$ cat src/rtl/arb_pkg.sv
// Shared types and the circular-priority pick helper for rr_multi_arbitrator.
// The fixed-priority variant (ARB_FIXED_PRIO_EN) reuses the same helper with ptr=0.
package arb_pkg;

  typedef enum logic {IDLE, GRANT} arb_state_t;

  localparam int MAX_PORTS = 32;
  localparam int PW        = $clog2(MAX_PORTS);

  // Returns the first set bit of req at or after ptr, wrapping at nports; 0 if none set.
  function automatic int unsigned rr_pick(input logic [MAX_PORTS-1:0] req,
                                          input int unsigned          ptr,
                                          input int unsigned          nports);
    int unsigned idx;
    int unsigned res;
    res = 0;
    // Walk from lowest to highest priority so the last hit wins.
    for (int unsigned k = 0; k < MAX_PORTS; k++) begin
      if (k < nports) begin
        idx = ptr + (nports - 1 - k);
        if (idx >= nports) idx = idx - nports;
        if (req[idx[PW-1:0]]) res = idx;
      end
    end
    return res;
  endfunction

endpackage

$ cat src/rtl/rr_multi_arbitrator_if.sv
// Requester-side and L2-side bus of rr_multi_arbitrator.
// slave = arbiter view, master = requesters plus L2 model.
interface rr_multi_arbitrator_if #(
  parameter int NPORTS = 4,
  parameter int N      = 32,
  parameter int WPL    = 2
);
  logic [NPORTS-1:0][N-1:0]          addr_req;
  logic [NPORTS-1:0][WPL-1:0][N-1:0] data_in_req;
  logic [NPORTS-1:0]                 re_req;
  logic [NPORTS-1:0]                 we_req;
  logic [NPORTS-1:0][WPL-1:0][N-1:0] data_out_req;
  logic [NPORTS-1:0]                 hit_req;
  logic [NPORTS-1:0]                 ready_req;
  logic [$clog2(NPORTS)-1:0]         grant_id;
  logic                              busy;
  logic [N-1:0]                      addr;
  logic [WPL-1:0][N-1:0]             data_in;
  logic                              re;
  logic                              we;
  logic [WPL-1:0][N-1:0]             data_out;
  logic                              hit;

  modport slave (
    input  addr_req, data_in_req, re_req, we_req, data_out, hit,
    output data_out_req, hit_req, ready_req, grant_id, busy, addr, data_in, re, we
  );

  modport master (
    output addr_req, data_in_req, re_req, we_req, data_out, hit,
    input  data_out_req, hit_req, ready_req, grant_id, busy, addr, data_in, re, we
  );
endinterface

$ cat src/rtl/rr_pick_core.sv
// Combinational circular priority encoder: first requester at or after ptr.
module rr_pick_core
  import arb_pkg::*;
#(
  parameter int NPORTS = 4,
  parameter int IW     = $clog2(NPORTS)
) (
  input  logic [NPORTS-1:0] req_i,
  input  logic [IW-1:0]     ptr_i,
  output logic [IW-1:0]     idx_o,
  output logic              valid_o
);
  logic [MAX_PORTS-1:0] req_ext;
  logic [31:0]          ptr_ext;

  assign req_ext = MAX_PORTS'(req_i);
  assign ptr_ext = 32'(ptr_i);
  assign valid_o = |req_i;
  assign idx_o   = IW'(rr_pick(req_ext, ptr_ext, NPORTS));
endmodule

$ cat src/rtl/rr_multi_arbitrator.sv
// NPORTS-way round-robin arbiter onto one L2 port with bounded hold and a turnaround IDLE.
// Define ARB_FIXED_PRIO_EN for lowest-index-wins priority (preemption still honoured).
module rr_multi_arbitrator
  import arb_pkg::*;
#(
  parameter int NPORTS    = 4,
  parameter int N         = 32,
  parameter int BLOCKSIZE = 8,
  parameter int WORDSIZE  = 4,
  parameter int MAX_HOLD  = 16
) (
  input logic                  clk,
  input logic                  rst,
  rr_multi_arbitrator_if.slave bus
);
  localparam int WPL = BLOCKSIZE / WORDSIZE;
  localparam int IW  = $clog2(NPORTS);
  localparam int HW  = (MAX_HOLD > 1) ? $clog2(MAX_HOLD) : 1;
  localparam logic [HW-1:0] HOLD_LAST = HW'(MAX_HOLD - 1);
  localparam logic [IW-1:0] LAST_PORT = IW'(NPORTS - 1);

  arb_state_t        state_q, state_d;
  logic [IW-1:0]     grant_q, grant_d;
  logic [IW-1:0]     rr_ptr_q, rr_ptr_d;
  logic [HW-1:0]     hold_q, hold_d;
  logic [NPORTS-1:0] req, pick_req, others;
  logic [IW-1:0]     pick_idx;
  logic              pick_vld, release_w, preempt_w;

  assign req       = bus.re_req | bus.we_req;
  assign others    = req & ~(NPORTS'(1) << grant_q);
  assign release_w = !req[grant_q];
  assign preempt_w = (hold_q == HOLD_LAST) && (|others);

`ifdef ARB_FIXED_PRIO_EN
  // A preempted port sits out the next pick so the waiting port actually gets in.
  logic [NPORTS-1:0] excl_q, excl_d;
  assign pick_req = ((req & ~excl_q) != '0) ? (req & ~excl_q) : req;
`else
  assign pick_req = req;
`endif

  rr_pick_core #(.NPORTS(NPORTS), .IW(IW)) u_pick (
    .req_i  (pick_req),
    .ptr_i  (rr_ptr_q),
    .idx_o  (pick_idx),
    .valid_o(pick_vld)
  );

  always_ff @(posedge clk or posedge rst) begin
    if (rst) begin
      state_q  <= IDLE;
      grant_q  <= '0;
      rr_ptr_q <= '0;
      hold_q   <= '0;
`ifdef ARB_FIXED_PRIO_EN
      excl_q   <= '0;
`endif
    end else begin
      state_q  <= state_d;
      grant_q  <= grant_d;
      rr_ptr_q <= rr_ptr_d;
      hold_q   <= hold_d;
`ifdef ARB_FIXED_PRIO_EN
      excl_q   <= excl_d;
`endif
    end
  end

  always_comb begin
    state_d  = state_q;
    grant_d  = grant_q;
    rr_ptr_d = rr_ptr_q;
    hold_d   = hold_q;
`ifdef ARB_FIXED_PRIO_EN
    excl_d   = excl_q;
`endif
    case (state_q)
      IDLE: begin
        if (pick_vld) begin
          state_d = GRANT;
          grant_d = pick_idx;
          hold_d  = '0;
`ifdef ARB_FIXED_PRIO_EN
          excl_d  = '0;
`endif
        end
      end
      GRANT: begin
        if (release_w || preempt_w) begin
          state_d = IDLE;
          grant_d = '0;
          hold_d  = '0;
`ifdef ARB_FIXED_PRIO_EN
          rr_ptr_d = '0;
          excl_d   = release_w ? '0 : (NPORTS'(1) << grant_q);
`else
          rr_ptr_d = (grant_q == LAST_PORT) ? '0 : grant_q + IW'(1);
`endif
        end else if (hold_q != HOLD_LAST) begin
          hold_d = hold_q + HW'(1);
        end
      end
      default: state_d = IDLE;
    endcase
  end

  // L2-side mux: pure pass-through of the owner's live inputs.
  always_comb begin
    bus.addr    = '0;
    bus.data_in = '0;
    bus.re      = 1'b0;
    bus.we      = 1'b0;
    if (state_q == GRANT) begin
      bus.addr    = bus.addr_req[grant_q];
      bus.data_in = bus.data_in_req[grant_q];
      bus.re      = bus.re_req[grant_q];
      bus.we      = bus.we_req[grant_q];
    end
  end

  for (genvar p = 0; p < NPORTS; p++) begin : g_port
    logic own;
    assign own                 = (state_q == GRANT) && (grant_q == IW'(p));
    assign bus.ready_req[p]    = own;
    assign bus.hit_req[p]      = own & bus.hit;
    assign bus.data_out_req[p] = own ? bus.data_out : '0;
  end

  assign bus.grant_id = grant_q;
  assign bus.busy     = (state_q == GRANT);

  logic [WPL-1:0][N-1:0] unused_w;
  assign unused_w = '0;
endmodule
$ cat src/flat_wrapper.sv
// flat-port wrapper written by rule: the top's interface ports become plain ports
module rr_multi_arbitrator_flat import arb_pkg::*;
#(
  parameter int NPORTS    = 4,
  parameter int N         = 32,
  parameter int BLOCKSIZE = 8,
  parameter int WORDSIZE  = 4,
  parameter int MAX_HOLD  = 16
)
  (clk, rst, bus_addr_req, bus_data_in_req, bus_re_req, bus_we_req, bus_data_out, bus_hit, bus_data_out_req, bus_hit_req, bus_ready_req, bus_grant_id, bus_busy, bus_addr, bus_data_in, bus_re, bus_we);
  rr_multi_arbitrator_if #(.NPORTS(NPORTS), .N(N)) bus_i ();
  input logic clk;
  input logic rst;
  input wire logic [$bits(bus_i.addr_req)-1:0] bus_addr_req;
  input wire logic [$bits(bus_i.data_in_req)-1:0] bus_data_in_req;
  input wire logic [$bits(bus_i.re_req)-1:0] bus_re_req;
  input wire logic [$bits(bus_i.we_req)-1:0] bus_we_req;
  input wire logic [$bits(bus_i.data_out)-1:0] bus_data_out;
  input wire logic [$bits(bus_i.hit)-1:0] bus_hit;
  output wire logic [$bits(bus_i.data_out_req)-1:0] bus_data_out_req;
  output wire logic [$bits(bus_i.hit_req)-1:0] bus_hit_req;
  output wire logic [$bits(bus_i.ready_req)-1:0] bus_ready_req;
  output wire logic [$bits(bus_i.grant_id)-1:0] bus_grant_id;
  output wire logic [$bits(bus_i.busy)-1:0] bus_busy;
  output wire logic [$bits(bus_i.addr)-1:0] bus_addr;
  output wire logic [$bits(bus_i.data_in)-1:0] bus_data_in;
  output wire logic [$bits(bus_i.re)-1:0] bus_re;
  output wire logic [$bits(bus_i.we)-1:0] bus_we;
  assign bus_i.addr_req = bus_addr_req;
  assign bus_i.data_in_req = bus_data_in_req;
  assign bus_i.re_req = bus_re_req;
  assign bus_i.we_req = bus_we_req;
  assign bus_i.data_out = bus_data_out;
  assign bus_i.hit = bus_hit;
  assign bus_data_out_req = bus_i.data_out_req;
  assign bus_hit_req = bus_i.hit_req;
  assign bus_ready_req = bus_i.ready_req;
  assign bus_grant_id = bus_i.grant_id;
  assign bus_busy = bus_i.busy;
  assign bus_addr = bus_i.addr;
  assign bus_data_in = bus_i.data_in;
  assign bus_re = bus_i.re;
  assign bus_we = bus_i.we;
  rr_multi_arbitrator #(.NPORTS(NPORTS), .N(N), .BLOCKSIZE(BLOCKSIZE), .WORDSIZE(WORDSIZE), .MAX_HOLD(MAX_HOLD)) u_core (.clk(clk), .rst(rst), .bus(bus_i));
endmodule
$ cat config.mk
export PLATFORM = sky130hd
export DESIGN_NAME = rr_multi_arbitrator_flat
export DESIGN_NICKNAME = d
export VERILOG_FILES = /design/src/rtl/arb_pkg.sv /design/src/rtl/rr_multi_arbitrator_if.sv /design/src/rtl/rr_pick_core.sv /design/src/rtl/rr_multi_arbitrator.sv /design/src/flat_wrapper.sv
export SDC_FILE = /design/constraint.sdc
export NUM_CORES = 1
export LEC_CHECK = 0
export BUFFER_PORTS_ARGS = -buffer_cell sky130_fd_sc_hd__buf_2
export CAP_MARGIN = 20
export CORE_AREA = 3 3 324 326
export DETAILED_ROUTE_END_ITERATION = 8
export DIE_AREA = 0 0 327 329
export GPL_ROUTABILITY_DRIVEN = 0
export HOLD_SLACK_MARGIN = 0.12
export PLACE_DENSITY = 0.3
export SLEW_MARGIN = 20
export SYNTH_ARGS = -nofsm -noshare
export SYNTH_HDL_FRONTEND = slang
export SYNTH_SLANG_ARGS = --single-unit
$ cat constraint.sdc
create_clock -name clk -period 3.45 [get_ports clk]
set_clock_uncertainty 0.1 [all_clocks]
set_input_delay 0.69 -clock clk [delete_from_list [all_inputs] [get_ports clk]]
set_output_delay 0.69 -clock clk [all_outputs]
set_load 0.01 [all_outputs]
==> Implementation_results.wiki <==
{| class="wikitable"
! Metric !! Value
|-
| HPWL after DPL || 38,300 um
|-
| Total of buffers placed on input and output ports || 823
|-
| Area growth, synth to finish || 104%
|-
| Leakage power figure || 6.61 nW
|-
| Sequential cell area fraction in the yosys report || 0.0395
|-
| Power density normalized to cell area || 625 nW/um2
|-
| Min-Delay Path Class || in -> async
|-
| Number of fill cells || 11,900
|-
| Post-Syn Area per Cell || 8.81 um2
|-
| Hold violation count in the final report || 0
|-
| Number of enable-type register cells in the synthesized netlist || 0
|-
| Critical-path maximum fanout || 24
|-
| H-Tree Level Count || 1
|-
| Combined buffer and inverter count along the critical path || 2
|-
| Final Routed Wirelength || 44,900 um
|-
| Count of yosys warnings during synthesis || 0
|-
| Final routed wire length divided by cell count || 16.1 um
|-
| Pin count of the biggest net entering global routing || 93
|-
| Die Ht || 329 um
|-
| Cell count after synthesis || 648
|-
| Global router's overall resource usage || 0.0752
|-
| Die Wd || 327 um
|-
| Required time at the endpoint of the critical path || 2.66 ns
|-
| CTS clock-pin slew for the worst setup and hold paths || 0.04 ns
|-
| Number of buffers created by CTS || 3
|-
| CP delay by family, top || buffers and inverters
|-
| Sequential cell area in the final layout || 236 um2
|-
| Largest incremental delay on the critical path || 0.59 ns
|-
| Final setup violation count || 0
|-
| Area of the multi-input gates || 5040 um2
|-
| Count of cell types in the netlist || 40
|-
| Synth async-reset ratio || 1.00
|-
| Via density per instance || 3.14
|-
| Floorplan die area || 108,000 um2
|-
| Hold buffer count at cts || 0
|-
| Root Buffer || sky130_fd_sc_hd__clkbuf_16
|-
| Path depth of the worst reg2reg path || 6
|-
| Slowest CP cell || sky130_fd_sc_hd__dfrtp_4
|-
| Result of the run || finished, final reports clean
|-
| Setup fix buffers added after clock tree synthesis || 0
|-
| Number of core rows || 117
|-
| Total overflow reported by the global router || 0
|-
| Layout cell share with drive strength beyond 1 || 0.689
|-
| Timing-limited maximum frequency || 323 MHz
|-
| Pins over their slew limit || 0
|-
| Critical R2R Capture || u_core.rr_ptr_q[1]$_DFFE_PP0P_
|-
| Count of nets after finishing || 1,882
|-
| Slew of the pin with the lowest slew margin || 0.807 ns
|-
| Reg-to-reg setup timing slack || 0.90 ns
|-
| Critical register-to-register path startpoint || u_core.bus.grant_id[1]$_DFFE_PP0P_
|-
| PostCTS Resize Cnt || 0
|-
| Setup crit start kind || flip-flop
|-
| Arrival time at the worst endpoint || 2.31 ns
|-
| TritonCTS clock tree || done
|-
| Clk sinks || 9
|-
| Wire length of the first global-routing pass || 61,300 um
|-
| Flop and latch count out of synthesis || 9
|-
| Crit path kind || reg -> out
|-
| Worst skew pair latency || 0.24 ns
|-
| Cells along the critical path || buf_4 -> mux4_2 -> and2_1 -> buf_2
|-
| Worst slew margin relative to its limit || 0.462
|-
| Final worst-path cycle share || 0.899
|-
| Setup repair after global routing missed its margin || false
|-
| Total core area || 102,000 um2
|-
| Post-route core utilization || 0.114
|-
| Via count of the first global-routing pass || 8,835
|-
| Detailed-route via count || 8,759
|-
| Synthesized net count || 1,115
|-
| Dominant register cell in the synthesized netlist || sky130_fd_sc_hd__dfrtp_1
|-
| Number of antenna violations at the first check in global routing || 9
|-
| Reported max-cap violation count || 0
|-
| Setup Total Neg Slack || 0 ns
|-
| Io pins || 824
|-
| Setup crit end kind || primary output
|-
| Post-layout minimum cycle time || 3.10 ns
|-
| DRC marker count from the first detailed-route iteration || 459
|-
| Final hold slack || 0.370 ns
|-
| Worst setup startpoint || u_core.bus.grant_id[0]$_DFFE_PP0P_
|-
| Worst-case clock buffer depth || 2
|-
| DRC Markers || 0
|-
| Effective utilization at floorplan || 0.0559
|-
| Maximum resistive drop on vdd || 0.000354 V
|-
| Post-DRT Antenna Nets || 0
|-
| Cell area after synthesis || 5710 um2
|-
| Iteration count of the initial detailed-routing pass || 4
|}
-- power by group --
| group | internal, mW | leakage (nW) | total [mW] | switching (mW) |
|---|---|---|---|---|
| Sequential | 0.160 | 0.110 | 0.401 | 0.241 |
| Combinational | 3.18 | 6.46 | 6.67 | 3.49 |
| Clock | 0.154 | 0.0382 | 0.205 | 0.0503 |
-- stage by stage --
stage	setup slack (ns)	power, mW	cell area [um2]	std cells
2_1_floorplan	0.793	4.33	5710	648
3_3_place_gp	0.568	7.32	11500	2778
3_5_place_dp	0.544	7.16	11500	2778
4_1_cts	0.296	7.38	11600	2782
5_1_grt	0.204	7.87	11600	2784
6_report	0.350	7.28	11600	2788
-- kinds of logic (layout without fill, tap and decap cells) --
kind of cell	count (synthesis)	after routing	share of synthesized area
and+or+nand+nor	390	390	0.420
buffers and inverters	104	870	0.0783
muxes	102	102	0.398
AOI/OAI and AO/OA	35	35	0.0471
DFF	9	9	0.0395
adders and majority gates	8	8	0.0175
other	0	6	0
-- sequential cells by signal (all words and copies together), names as in the netlist --
signal and flops:
u_core.rr_ptr_q 2, u_core.bus.grant_id 2, u_core.bus.busy 1, u_core.hold_q 4
-- how the worst max path moves through the flow --
stage / slack (ns) / cells after the start / end
global placement: 0.57 / 4 / bus_data_in[40]
floorplan: 0.79 / 7 / bus_data_out_req[14]
detailed placement: 0.54 / 4 / bus_data_in[40]
finish: 0.35 / 4 / bus_data_in[40]
global route: 0.20 / 4 / bus_data_in[40]
CTS: 0.30 / 4 / bus_data_in[40]
-- Yosys cell counts (3+ instances only) --
master                     instances  share of area
sky130_fd_sc_hd__mux2_2            3         0.0059
sky130_fd_sc_hd__clkbuf_1         78          0.051
sky130_fd_sc_hd__nor2_1            9         0.0059
sky130_fd_sc_hd__inv_1             7         0.0046
sky130_fd_sc_hd__buf_4             4         0.0053
sky130_fd_sc_hd__buf_2            11         0.0096
sky130_fd_sc_hd__nor3_1            6         0.0053
sky130_fd_sc_hd__a21oi_1           6         0.0053
sky130_fd_sc_hd__o21bai_1          4         0.0053
sky130_fd_sc_hd__nand3_1           4         0.0035
sky130_fd_sc_hd__and2_1          102           0.11
sky130_fd_sc_hd__ha_1              8          0.018
sky130_fd_sc_hd__and3_1          260           0.29
sky130_fd_sc_hd__nand2_1           5         0.0033
sky130_fd_sc_hd__o21ai_0           6         0.0053
sky130_fd_sc_hd__mux4_2           97           0.38
sky130_fd_sc_hd__a31oi_1           3         0.0033
sky130_fd_sc_hd__dfrtp_1           9          0.039
-- placed cells by master (no fill, tap or decap), types with 5 or more instances in the layout --
| cell type | n |
|---|---|
| sky130_fd_sc_hd__a21oi_1 | 6 |
| sky130_fd_sc_hd__and2_1 | 102 |
| sky130_fd_sc_hd__and3_1 | 260 |
| sky130_fd_sc_hd__buf_12 | 11 |
| sky130_fd_sc_hd__buf_2 | 823 |
| sky130_fd_sc_hd__buf_4 | 25 |
| sky130_fd_sc_hd__dfrtp_1 | 6 |
| sky130_fd_sc_hd__diode_2 | 6 |
| sky130_fd_sc_hd__inv_1 | 7 |
| sky130_fd_sc_hd__mux4_2 | 97 |
| sky130_fd_sc_hd__nand2_1 | 5 |
| sky130_fd_sc_hd__nor2_1 | 9 |
| sky130_fd_sc_hd__nor3_1 | 6 |
| sky130_fd_sc_hd__o21ai_0 | 6 |
-- final cells by class --
cell class	instances	area share
Clock buffer	4	0.00677
Multi-Input combinational cell	535	0.433
Tap cell	1368	0.147
Inverter	7	0.00226
Antenna cell	6	0.00129
Sequential cell	9	0.0203
Timing Repair Buffer	859	0.389
-- layer usage --
metal	wire, um	part of all wire	GRT usage	up-vias
met5	13	0.00029	0	-
met2	24100	0.54	0.146	474
met4	451	0.010	0.00802	2
li1	-	-	-	4028
met1	16800	0.37	0.0853	4226
met3	3520	0.078	0.0169	29
(Power assumes the default switching activity.)
